### src/rtl/song_sequencer.sv
// Playlist sequencer: play/pause/skip control plus auto-advance with a silent gap between songs.
// All outputs registered; optional shuffle selection when SONG_SEQUENCER_SHUFFLE_EN is defined.
module song_sequencer #(
    parameter int NUM_SONGS  = 4,
    parameter int GAP_CYCLES = 16
) (
    input  logic       clk,
    input  logic       reset,
    input  logic       play_button,
    input  logic       next_button,
    input  logic       prev_button,
    input  logic [1:0] repeat_mode,
    input  logic       song_done,
    output logic       play,
    output logic [1:0] song,
    output logic       reset_player,
    output logic [1:0] state
);
    typedef enum logic [1:0] {
        IDLE    = 2'd0,
        PLAYING = 2'd1,
        PAUSED  = 2'd2,
        GAP     = 2'd3
    } state_t;

    localparam logic [1:0]  LAST_SONG = 2'(NUM_SONGS - 1);
    localparam logic [15:0] GAP_LOAD  = 16'(GAP_CYCLES);

    state_t      cur_state, nxt_state;
    logic [1:0]  nxt_song;
    logic [15:0] gap_cnt, nxt_gap_cnt;
    logic        nxt_reset_player;
    logic [1:0]  song_inc, song_dec, song_skip;

    assign song_inc = (song == LAST_SONG) ? 2'd0 : song + 2'd1;
    assign song_dec = (song == 2'd0) ? LAST_SONG : song - 2'd1;

`ifdef SONG_SEQUENCER_SHUFFLE_EN
    logic [7:0] lfsr;
    logic [1:0] shuffle_pick;

    // x^8+x^6+x^5+x^4+1, free-running so the pick depends on when the skip happens
    always_ff @(posedge clk) begin
        if (!reset) lfsr <= 8'hA5;
        else        lfsr <= {lfsr[6:0], lfsr[7] ^ lfsr[5] ^ lfsr[4] ^ lfsr[3]};
    end

    assign shuffle_pick = 2'(lfsr % 8'(NUM_SONGS));
    assign song_skip    = (shuffle_pick != song) ? shuffle_pick :
                          (shuffle_pick == LAST_SONG) ? 2'd0 : shuffle_pick + 2'd1;
`else
    assign song_skip = song_inc;
`endif

    always_comb begin
        nxt_state        = cur_state;
        nxt_song         = song;
        nxt_gap_cnt      = gap_cnt;
        nxt_reset_player = 1'b0;
        case (cur_state)
            IDLE: begin
                if (play_button) begin
                    nxt_state        = PLAYING;
                    nxt_reset_player = 1'b1;
                end else if (next_button) begin
                    nxt_song = song_skip;
                end else if (prev_button) begin
                    nxt_song = song_dec;
                end
            end
            PLAYING: begin
                if (play_button) begin
                    nxt_state = PAUSED;
                end else if (next_button) begin
                    nxt_song         = song_skip;
                    nxt_reset_player = 1'b1;
                end else if (prev_button) begin
                    nxt_song         = song_dec;
                    nxt_reset_player = 1'b1;
                end else if (song_done) begin
                    case (repeat_mode)
                        2'b00: nxt_state = IDLE;
                        2'b01: begin
                            if (song == LAST_SONG) begin
                                nxt_state = IDLE;
                                nxt_song  = 2'd0;
                            end else begin
                                nxt_state   = GAP;
                                nxt_song    = song_inc;
                                nxt_gap_cnt = GAP_LOAD;
                            end
                        end
                        2'b10: begin
                            nxt_state   = GAP;
                            nxt_song    = song_skip;
                            nxt_gap_cnt = GAP_LOAD;
                        end
                        default: begin
                            nxt_state   = GAP;
                            nxt_gap_cnt = GAP_LOAD;
                        end
                    endcase
                end
            end
            PAUSED: begin
                if (play_button) begin
                    nxt_state = PLAYING;
                end else if (next_button) begin
                    nxt_song         = song_skip;
                    nxt_reset_player = 1'b1;
                end else if (prev_button) begin
                    nxt_song         = song_dec;
                    nxt_reset_player = 1'b1;
                end
            end
            default: begin
                // Counter holds the number of silent cycles left, including this one
                if (play_button) begin
                    nxt_state   = IDLE;
                    nxt_gap_cnt = 16'd0;
                end else if (next_button) begin
                    nxt_song    = song_skip;
                    nxt_gap_cnt = GAP_LOAD;
                end else if (prev_button) begin
                    nxt_song    = song_dec;
                    nxt_gap_cnt = GAP_LOAD;
                end else if (gap_cnt <= 16'd1) begin
                    nxt_state        = PLAYING;
                    nxt_gap_cnt      = 16'd0;
                    nxt_reset_player = 1'b1;
                end else begin
                    nxt_gap_cnt = gap_cnt - 16'd1;
                end
            end
        endcase
    end

    always_ff @(posedge clk) begin
        if (!reset) begin
            cur_state    <= IDLE;
            song         <= 2'd0;
            gap_cnt      <= 16'd0;
            reset_player <= 1'b0;
            play         <= 1'b0;
        end else begin
            cur_state    <= nxt_state;
            song         <= nxt_song;
            gap_cnt      <= nxt_gap_cnt;
            reset_player <= nxt_reset_player;
            play         <= (nxt_state == PLAYING) && !nxt_reset_player;
        end
    end

    assign state = cur_state;

endmodule

### config.mk
export PLATFORM = sky130hd
export DESIGN_NAME = song_sequencer
export DESIGN_NICKNAME = d
export VERILOG_FILES = /design/src/rtl/song_sequencer.sv
export SDC_FILE = /design/constraint.sdc
export NUM_CORES = 1
export LEC_CHECK = 0
export CELL_PAD_IN_SITES_DETAIL_PLACEMENT = 2
export CELL_PAD_IN_SITES_GLOBAL_PLACEMENT = 2
export CORE_MARGIN = 2
export CORE_UTILIZATION = 36
export DETAILED_ROUTE_END_ITERATION = 10
export GPL_ROUTABILITY_DRIVEN = 0
export GPL_TIMING_DRIVEN = 0
export PLACE_DENSITY_LB_ADDON = 0.3
export SLEW_MARGIN = 20
export SYNTH_ARGS = -nofsm -noshare
export SYNTH_HDL_FRONTEND = slang
export SYNTH_SLANG_ARGS = --single-unit
export TNS_END_PERCENT = 50
### constraint.sdc
create_clock -name clk -period 3.9 [get_ports clk]
set_input_delay 0.78 -clock clk [delete_from_list [all_inputs] [get_ports clk]]
set_output_delay 0.78 -clock clk [all_outputs]
set_load 0.05 [all_outputs]
# Yosys cells after proc, flatten, opt, wreduce, memory -nomap -nowiden
# Index checks and enable logic that the tools add are counted.
# word_totals
regBits	22
input_bits	8
out_inout_bits	6
word_cells	79
# classes
addsub	3
magnitude_cmp	1
n_eq_ne	12
muxes	44
n_bitwise	2
reduce_logical	12
# op_table
op	n
16-bit 2-to-1 mux	9
16-bit case mux with 2 select lines	2
2-bit 2-to-1 mux	21
16-bit by 1-bit less-or-equal comparator with 1-bit output, second input constant	1
16-bit by 1-bit subtractor with 16-bit output, second input constant	1
2-bit case mux with 2 select lines	3
2-bit inequality test, second input constant	5
1-bit 2-to-1 mux	8
7-bit AND reduction	1
2-bit by 1-bit equality test with 1-bit output, second input constant	3
2-bit equality test, second input constant	3
2-bit logical NOT	3
3-bit nonzero test	2
4-bit AND reduction	1
4-bit nonzero test	1
2-bit OR reduction	2
3-bit inequality test, second input constant	1
2-bit by 1-bit adder with 2-bit output, second input constant	1
1-bit inverter	2
1-bit case mux with 2 select lines	1
2-bit by 1-bit subtractor with 2-bit output, second input constant	1
1-bit logical AND	1
1-bit logical NOT	1

# Longest topological paths before layout
# Gate-level depths: netlist of the first run.
# depth
word_depth	10
mapped_depth	8
mapped_depth_nobuf	7

# Least setup slack after synthesis of the first run
# Ideal clock, no wire load.
# synth_timing
path_type	input to register
from	input repeat_mode[1]
to	register gap_cnt[14]
setup_ps	122
arrival_ps	2299
required_time_ps	3778
path_slack_ps	1480
cell_stages	8
path_buffers	1
cell_sequence	inv_1 -> ha_1 -> a211o_1 -> o21ai_2 -> and2_1 -> clkbuf_1 -> nor2_1 -> a221o_1
# synth_between
elab_chain_cells	7
elab_cells_between_ends	11
# synth_rtl
element	line	rtl
start, declared	12	input logic [1:0] repeat_mode,
2-bit by 1-bit equality test with 1-bit output / 2-bit logical NOT (equally long branches)	81	case (repeat_mode)
16-bit case mux with 2 select lines	81	
16-bit 2-to-1 mux	80	end else if (song_done) begin
16-bit 2-to-1 mux	77	end else if (prev_button) begin
16-bit 2-to-1 mux	74	end else if (next_button) begin
16-bit 2-to-1 mux	72	if (play_button) begin
16-bit case mux with 2 select lines	60	case (cur_state)
end signal, assigned	148	gap_cnt <= nxt_gap_cnt;
end, declared	31	logic [15:0] gap_cnt, nxt_gap_cnt;
# Parallel ways exist; a longest one is shown, timed or not. The select of a mux whose other input is x is not followed.
# A chain may end at the register's enable or synchronous reset.

# Worst setup path in the final report of the first run
# layout_timing
from	input repeat_mode[0]
to	register gap_cnt[14]
# The elaborated chain is that of the path after synthesis.

==> results of run 1 <==
power breakdown:
part	switching, mW	internal [mW]
Combinational	0.302	0.193
Sequential	0.0446	0.258
Clock	0.0830	0.137
Total	0.429	0.589
flip-flops by register name, summed over array words and instances (netlist names):
signal        flops
song              2
gap_cnt          16
play              1
state             2
reset_player      1
worst max path at each step:
| stage | endpoint | slack [ns] |
|---|---|---|
| final | gap_cnt[14]$_SDFFE_PN0P_ | 0.84 |
| after global routing | gap_cnt[14]$_SDFFE_PN0P_ | 0.71 |
| after CTS | gap_cnt[14]$_SDFFE_PN0P_ | 0.82 |
| after detailed placement | gap_cnt[14]$_SDFFE_PN0P_ | 0.54 |
| after global placement | gap_cnt[14]$_SDFFE_PN0P_ | 0.70 |
| after floorplan | gap_cnt[14]$_SDFFE_PN0P_ | 1.48 |
layout make-up:
cell class	count	area (µm²)	area share
multi-input cells	128	865	0.535
clock buffers	3	41.3	0.0256
plain buffers	3	11.3	0.00697
inverters	10	37.5	0.0232
clock inverters	1	30.0	0.0186
well taps	48	60.1	0.0372
repair buffers	13	130	0.0806
flip-flops and latches	22	440	0.273
through the flow:
step | setup slack [ns] | instances | hold WS [ns] | cell area [µm²]
2_1_floorplan | 1.48 | 163 | 0.469 | 1350
5_1_grt | 0.706 | 228 | 0.565 | 1620
4_1_cts | 0.815 | 228 | 0.526 | 1620
3_3_place_gp | 0.703 | 224 | 0.486 | 1540
6_report | 0.840 | 228 | 0.521 | 1620
3_5_place_dp | 0.540 | 224 | 0.508 | 1540
worst max-delay path, stage by stage:
cell                              delay [ns]
sky130_fd_sc_hd__clkdlybuf4s50_1        0.50
sky130_fd_sc_hd__inv_1                  0.06
sky130_fd_sc_hd__ha_1                   0.21
sky130_fd_sc_hd__a211o_1                0.30
sky130_fd_sc_hd__o21ai_2                0.37
sky130_fd_sc_hd__and2_1                 0.20
sky130_fd_sc_hd__clkbuf_1               0.34
sky130_fd_sc_hd__nor2_1                 0.12
sky130_fd_sc_hd__a221o_1                0.36
layer usage:
metal | track usage | wire, µm | vias to the layer above
li1 | - | - | 630
met1 | 0.255 | 1890 | 648
met2 | 0.436 | 2300 | 19
met3 | 0.0240 | 76 | 7
met4 | 0.0703 | 68 | 0
met5 | 0 | 0 | -
kinds of logic (layout without fill, tap and decap cells):
| group | after synthesis | count (layout) | share of synthesized area |
|---|---|---|---|
| AO/OA/AOI/OAI | 34 | 34 | 0.191 |
| XOR/XNOR | 11 | 11 | 0.0712 |
| flip-flops | 22 | 22 | 0.325 |
| buffers and inverters | 13 | 30 | 0.0360 |
| multiplexers | 1 | 1 | 0.00739 |
| adder cells (fa/ha/maj) | 9 | 9 | 0.0832 |
| AND/OR/NAND/NOR | 73 | 73 | 0.286 |
synthesized netlist by cell type, drive strengths merged (2+ instances only):
master / n / area share
nand3: 10 / 0.037
a31oi: 5 / 0.023
clkbuf: 3 / 0.0083
inv: 9 / 0.025
nand4: 2 / 0.0092
ha: 9 / 0.083
and2: 3 / 0.014
or4: 4 / 0.030
nor4: 5 / 0.023
nand2: 11 / 0.030
dfxtp: 22 / 0.33
a211o: 2 / 0.013
nor3: 2 / 0.011
o31ai: 2 / 0.011
o32ai: 2 / 0.018
nor2: 26 / 0.072
a211oi: 2 / 0.011
o21ai: 6 / 0.028
xnor2: 4 / 0.026
xor2: 7 / 0.045
a21oi: 5 / 0.018
nor3b: 2 / 0.011
and3: 2 / 0.0092
==> results.md, run 1 <==
- Result of the run: finished clean
- 1st-iter DRT viols: 37
- Number of H-tree levels: 1
- Overall Power: 1.02 mW
- Number of register bits inferred by synthesis: 22
- Share of async-settable or async-resettable flops after synthesis: 0
- Hold buffer count at cts: 0
- Number of pins exceeding their max-slew limit in the final report: 0
- Launching element type of the critical path: input pin
- TNS Setup: 0 ns
- Pre-Repair DR Iteration Count: 4
- Count of final setup violators: 0
- Detailed-route wire length per cell: 19.0 µm
- Start point of the critical path: repeat_mode[0]
- Detailed-placement wirelength estimate: 3160 µm
- Leakage component of the power: 0.623 nW
- Port Buffers: 13
- Leading cell types in the layout, fill and taps excluded: 26 x sky130_fd_sc_hd__nor2_1, 22 x sky130_fd_sc_hd__dfxtp_1, 13 x sky130_fd_sc_hd__clkdlybuf4s50_1, 11 x sky130_fd_sc_hd__nand2_1, 10 x sky130_fd_sc_hd__nand3_1
- I/O pin count: 14
- Worst Path Max Fanout: 8
- Maximum capacitance violations: 0
- Total power density per cell area: 630 mW/mm²
- GRT overflow: 0
- Register clock-pin slew on the reported worst setup and hold paths: 0.09 ns
- Post-synthesis cell type count: 45
- DRT antenna net count: 0
- Nature of the critical path endpoint: flop
- Net count after synthesis: 180
- DRC: 0
- Sink of the worst hold path: gap_cnt[11]$_SDFFE_PN0P_
- Syn-to-layout area delta: 19.3%
- Overall die area: 0.00427 mm²
- Drt via density: 5.72
- Die X: 65.3 µm
- Sequential share of the synthesized area: 0.325
- Largest net degree at the start of global routing: 14
- Number of instances in the synthesized netlist: 163
- Wire length of the first global-routing pass: 7270 µm
- Routed wire length: 4330 µm
- Highest attainable clock frequency: 327 MHz
- Initial antenna violation count: 0
- Least-Margin Pin Slew: 0.886 ns
- R2R cell count: 7
- CTS Root Cell: sky130_fd_sc_hd__clkbuf_8
- Share of cells above drive strength 1: 0.0833
- Register-to-register path setup slack: 1.43 ns
- Most common flop cell mapped by yosys: sky130_fd_sc_hd__dfxtp_1
- Slew HR: 0.408
- Count of flip-flops with a built-in enable after synthesis: 0
- Vias: 1304
- Source of the worst hold timing path: gap_cnt[11]$_SDFFE_PN0P_
- CTS buffer count: 3
- Count of filler cells inserted in the layout: 395
- Most common library cell in the layout ignoring fill and taps: sky130_fd_sc_hd__nor2_1
- Worst clock skew: 0.00457 ns
- Max IR drop VDD: 0.243 mV
- YS warnings: 0
- Std cell rows: 22
- Mean instance size in the synthesized netlist: 8.31 µm²
- Number of instances on the worst hold path: 2
- Initial standard-cell utilization of the core: 0.373
- Post CTS Setup Buffer Count: 0
- Clock tree from TritonCTS: yes
- Post-CTS Resized: 0
- Maximum count of clock buffers along a single path: 2
- Number of antenna repair diodes: 0
- Final clock period utilization by the worst path: 0.785
- Utilization of the core after routing: 0.445
- Clock Sink Count: 22
- Launch instance of the worst register-to-register path: gap_cnt[0]$_SDFFE_PN0P_
- Type of the worst min-delay path: flop to flop
- Post-synthesis cell area: 0.00135 mm²
- Type of the setup path with the least slack: input pin to flop
- GRT Total Usage: 0.225
- Height of the chip: 65.3 µm
- Min cycle time layout: 3.06 ns
- Clk_lat worst skew: 0.27 ns
- Nets@finish: 198
- Vias in the first global route: 1452
- Reg-to-reg critical path endpoint: gap_cnt[13]$_SDFFE_PN0P_
- Area inside the core boundary: 0.00363 mm²
- Critical Path AT: 3.23 ns
- RSZ-0062 raised after global routing: false
- Final Hold Violating Endpoints: 0
- Required time at the endpoint of the critical path: 4.07 ns
(Power assumes the default switching activity.)
==> inputs of run 2 (changes only) <==
--- a/config.mk
+++ b/config.mk
@@ -8,7 +8,7 @@
 export CELL_PAD_IN_SITES_DETAIL_PLACEMENT = 2
 export CELL_PAD_IN_SITES_GLOBAL_PLACEMENT = 2
 export CORE_MARGIN = 2
-export CORE_UTILIZATION = 36
+export CORE_UTILIZATION = 30
 export DETAILED_ROUTE_END_ITERATION = 10
 export GPL_ROUTABILITY_DRIVEN = 0
 export GPL_TIMING_DRIVEN = 0
==> constraint.sdc (replaced) <==
create_clock -name clk -period 2.7 [get_ports clk]
set_input_delay 0.54 -clock clk [delete_from_list [all_inputs] [get_ports clk]]
set_output_delay 0.54 -clock clk [all_outputs]
set_load 0.05 [all_outputs]
==> results.md, run 2 (synthesis gave the netlist of run 1 again) <==
- Max IR drop VDD: 0.325 mV (+33%)
- Total power density per cell area: 841 mW/mm² (+33%)
- Area inside the core boundary: 0.00435 mm² (+20%)
- Std cell rows: 24 (+9.1%)
- Min cycle time layout: 2.52 ns
- I/O pin count: 14 (unchanged)
- Maximum capacitance violations: 0 (unchanged)
- Clock tree from TritonCTS: yes
- Clk_lat worst skew: 0.26 ns (about the same)
- CTS Root Cell: sky130_fd_sc_hd__clkbuf_8
- Result of the run: finished clean
- Routed wire length: 3910 µm (-9.7%)
- Maximum count of clock buffers along a single path: 2 (unchanged)
- Syn-to-layout area delta: 18.8%
- Height of the chip: 71.2 µm (+9.0%)
- Pre-Repair DR Iteration Count: 3 (-1)
- Combinational Power Share: 0.526 (+0.040)
- 1st-iter DRT viols: 52 (+41%)
- Number of H-tree levels: 1 (unchanged)
- Cell-internal power: 755 µW (+28%)
- Least-Margin Pin Slew: 0.611 ns (-0.275 ns)
- Drt via density: 5.38 (-6.0%)
- Vias: 1237 (-5.1%)
- Worst clock skew: 0.00178 ns (-0.00279 ns)
- Leakage component of the power: 0.610 nW (-2.1%)
- Wire length of the first global-routing pass: 6530 µm (-10%)
- DRC: 0 (unchanged)
- Type of the setup path with the least slack: input pin to flop
- Sw power: 597 µW (+39%)
- Required time at the endpoint of the critical path: 2.85 ns (-1.22 ns)
- Worst-case setup slack after placement: -0.371 ns (-0.910 ns)
- Number of pins exceeding their max-slew limit in the final report: 0 (unchanged)
- GRT overflow: 0 (unchanged)
- Hold buffer count at cts: 0 (unchanged)
- Count of filler cells inserted in the layout: 484 (+23%)
- Share of cells above drive strength 1: 0.0843 (+0.000936)
- Utilization of the core after routing: 0.369 (-0.0753)
- Critical Path AT: 2.67 ns (-0.56 ns)
- Largest register FFs: 16 (unchanged)
- Register clock-pin slew on the reported worst setup and hold paths: 0.08 ns (about the same)
- Detailed-route wire length per cell: 17.0 µm (-10%)
- Vias in the first global route: 1347 (-7.2%)
- Slew HR: 0.591 (+0.183)
- Final setup slack of the worst path: 0.179 ns (-0.661 ns)
- Detailed-placement wirelength estimate: 2970 µm (-6.0%)
- Clock Sink Count: 22 (unchanged)
- Die X: 71.2 µm (+9.0%)
- Launching element type of the critical path: input pin
- GRT Total Usage: 0.158 (-0.0673)
- RSZ-0062 raised after global routing: false
- Overall die area: 0.00507 mm² (+19%)
- Register bank with the most flops: gap_cnt
- Fraction of power spent switching nets: 0.442 (+0.0200)
- CTS buffer count: 3 (unchanged)
- Count of final setup violators: 0 (unchanged)
- Fraction of power consumed by the clock network: 0.151 (-0.065)
- Largest net degree at the start of global routing: 12 (-2)
- Nets@finish: 197 (-0.51%)
- Overall Power: 1.35 mW (+33%)
- Post CTS Setup Buffer Count: 0 (unchanged)
- Nature of the critical path endpoint: flop
- Number of antenna repair diodes: 0 (unchanged)
- Final Hold Violating Endpoints: 0 (unchanged)
- Register-to-register path setup slack: 0.34 ns (-1.09 ns)
- Port Buffers: 13 (unchanged)
- Highest attainable clock frequency: 397 MHz
- Leading cell types in the layout, fill and taps excluded: 26 x sky130_fd_sc_hd__nor2_1, 22 x sky130_fd_sc_hd__dfxtp_1, 13 x sky130_fd_sc_hd__clkdlybuf4s50_1, 11 x sky130_fd_sc_hd__nand2_1, 10 x sky130_fd_sc_hd__nand3_1
- Worst Path Max Fanout: 8 (unchanged)
- Initial standard-cell utilization of the core: 0.311 (-0.0617)
- Type of the worst min-delay path: flop to flop
- Initial antenna violation count: 0 (unchanged)
- Most common library cell in the layout ignoring fill and taps: sky130_fd_sc_hd__nor2_1
- DRT antenna net count: 0 (unchanged)
- Sequential share of power: 0.322 (+0.024)
- Tightest hold margin: 0.510 ns (-0.0108 ns)
- Final clock period utilization by the worst path: 0.934
## run 2: final cells by class
type                    count  area, µm²  share of cell area
clock buffers               3       41.3              0.0257
well taps                  52       65.1              0.0405
flip-flops and latches     22        440               0.274
repair buffers             13        130              0.0809
multi-input cells         128        886               0.551
inverters                  10       37.5              0.0233
plain buffers               2       7.51             0.00467
## run 2: final timing paths
check	start	end	cells past startpoint
setup / recovery	repeat_mode[1]	gap_cnt[14]$_SDFFE_PN0P_	8
hold / removal	gap_cnt[3]$_SDFFE_PN0P_	gap_cnt[3]$_SDFFE_PN0P_	2
setup reg to reg	state[0]$_SDFF_PN0_	gap_cnt[6]$_SDFFE_PN0P_	7
hold reg to reg	gap_cnt[3]$_SDFFE_PN0P_	gap_cnt[3]$_SDFFE_PN0P_	2
## run 2: timing repair
item | CTS | global route
cloned | 0 | 0
endpoints found under the setup margin | 1 | 12
hold endpoints to repair | 0 | 0
gates resized for setup | 0 | 3
## run 2: critical path: stages
cell	delay, ns
sky130_fd_sc_hd__clkdlybuf4s50_1	0.45
sky130_fd_sc_hd__inv_1	0.06
sky130_fd_sc_hd__ha_1	0.21
sky130_fd_sc_hd__a211o_1	0.31
sky130_fd_sc_hd__o21ai_2	0.33
sky130_fd_sc_hd__and2_2	0.33
sky130_fd_sc_hd__nor2_1	0.09
sky130_fd_sc_hd__a221o_1	0.35
## run 2: power groups by stage
stage	Clock, mW	Combinational [mW]	Sequential, mW
after floorplan	0	0.484	0.466
after global placement	0	0.667	0.436
after detailed placement	0	0.693	0.442
after CTS	0.209	0.703	0.435
after global routing	0.227	0.786	0.445
final	0.205	0.711	0.436
## run 2: metal layers
| layer | share of wire | up-vias | global-route usage |
|---|---|---|---|
| li1 | - | 619 | - |
| met2 | 0.49 | 11 | 0.283 |
| met3 | 0.020 | 2 | 0.0185 |
| met5 | 0 | - | 0 |
| met4 | 0.0031 | 0 | 0.0294 |
| met1 | 0.49 | 605 | 0.204 |
## run 2: through the flow
step / TNS [ns] / cell area, µm² / instances
after floorplan: 0 / 1350 / 163
after global placement: -1.37 / 1550 / 228
after detailed placement: -3.03 / 1550 / 228
after CTS: 0 / 1590 / 230
after global routing: 0 / 1610 / 230
final: 0 / 1610 / 230
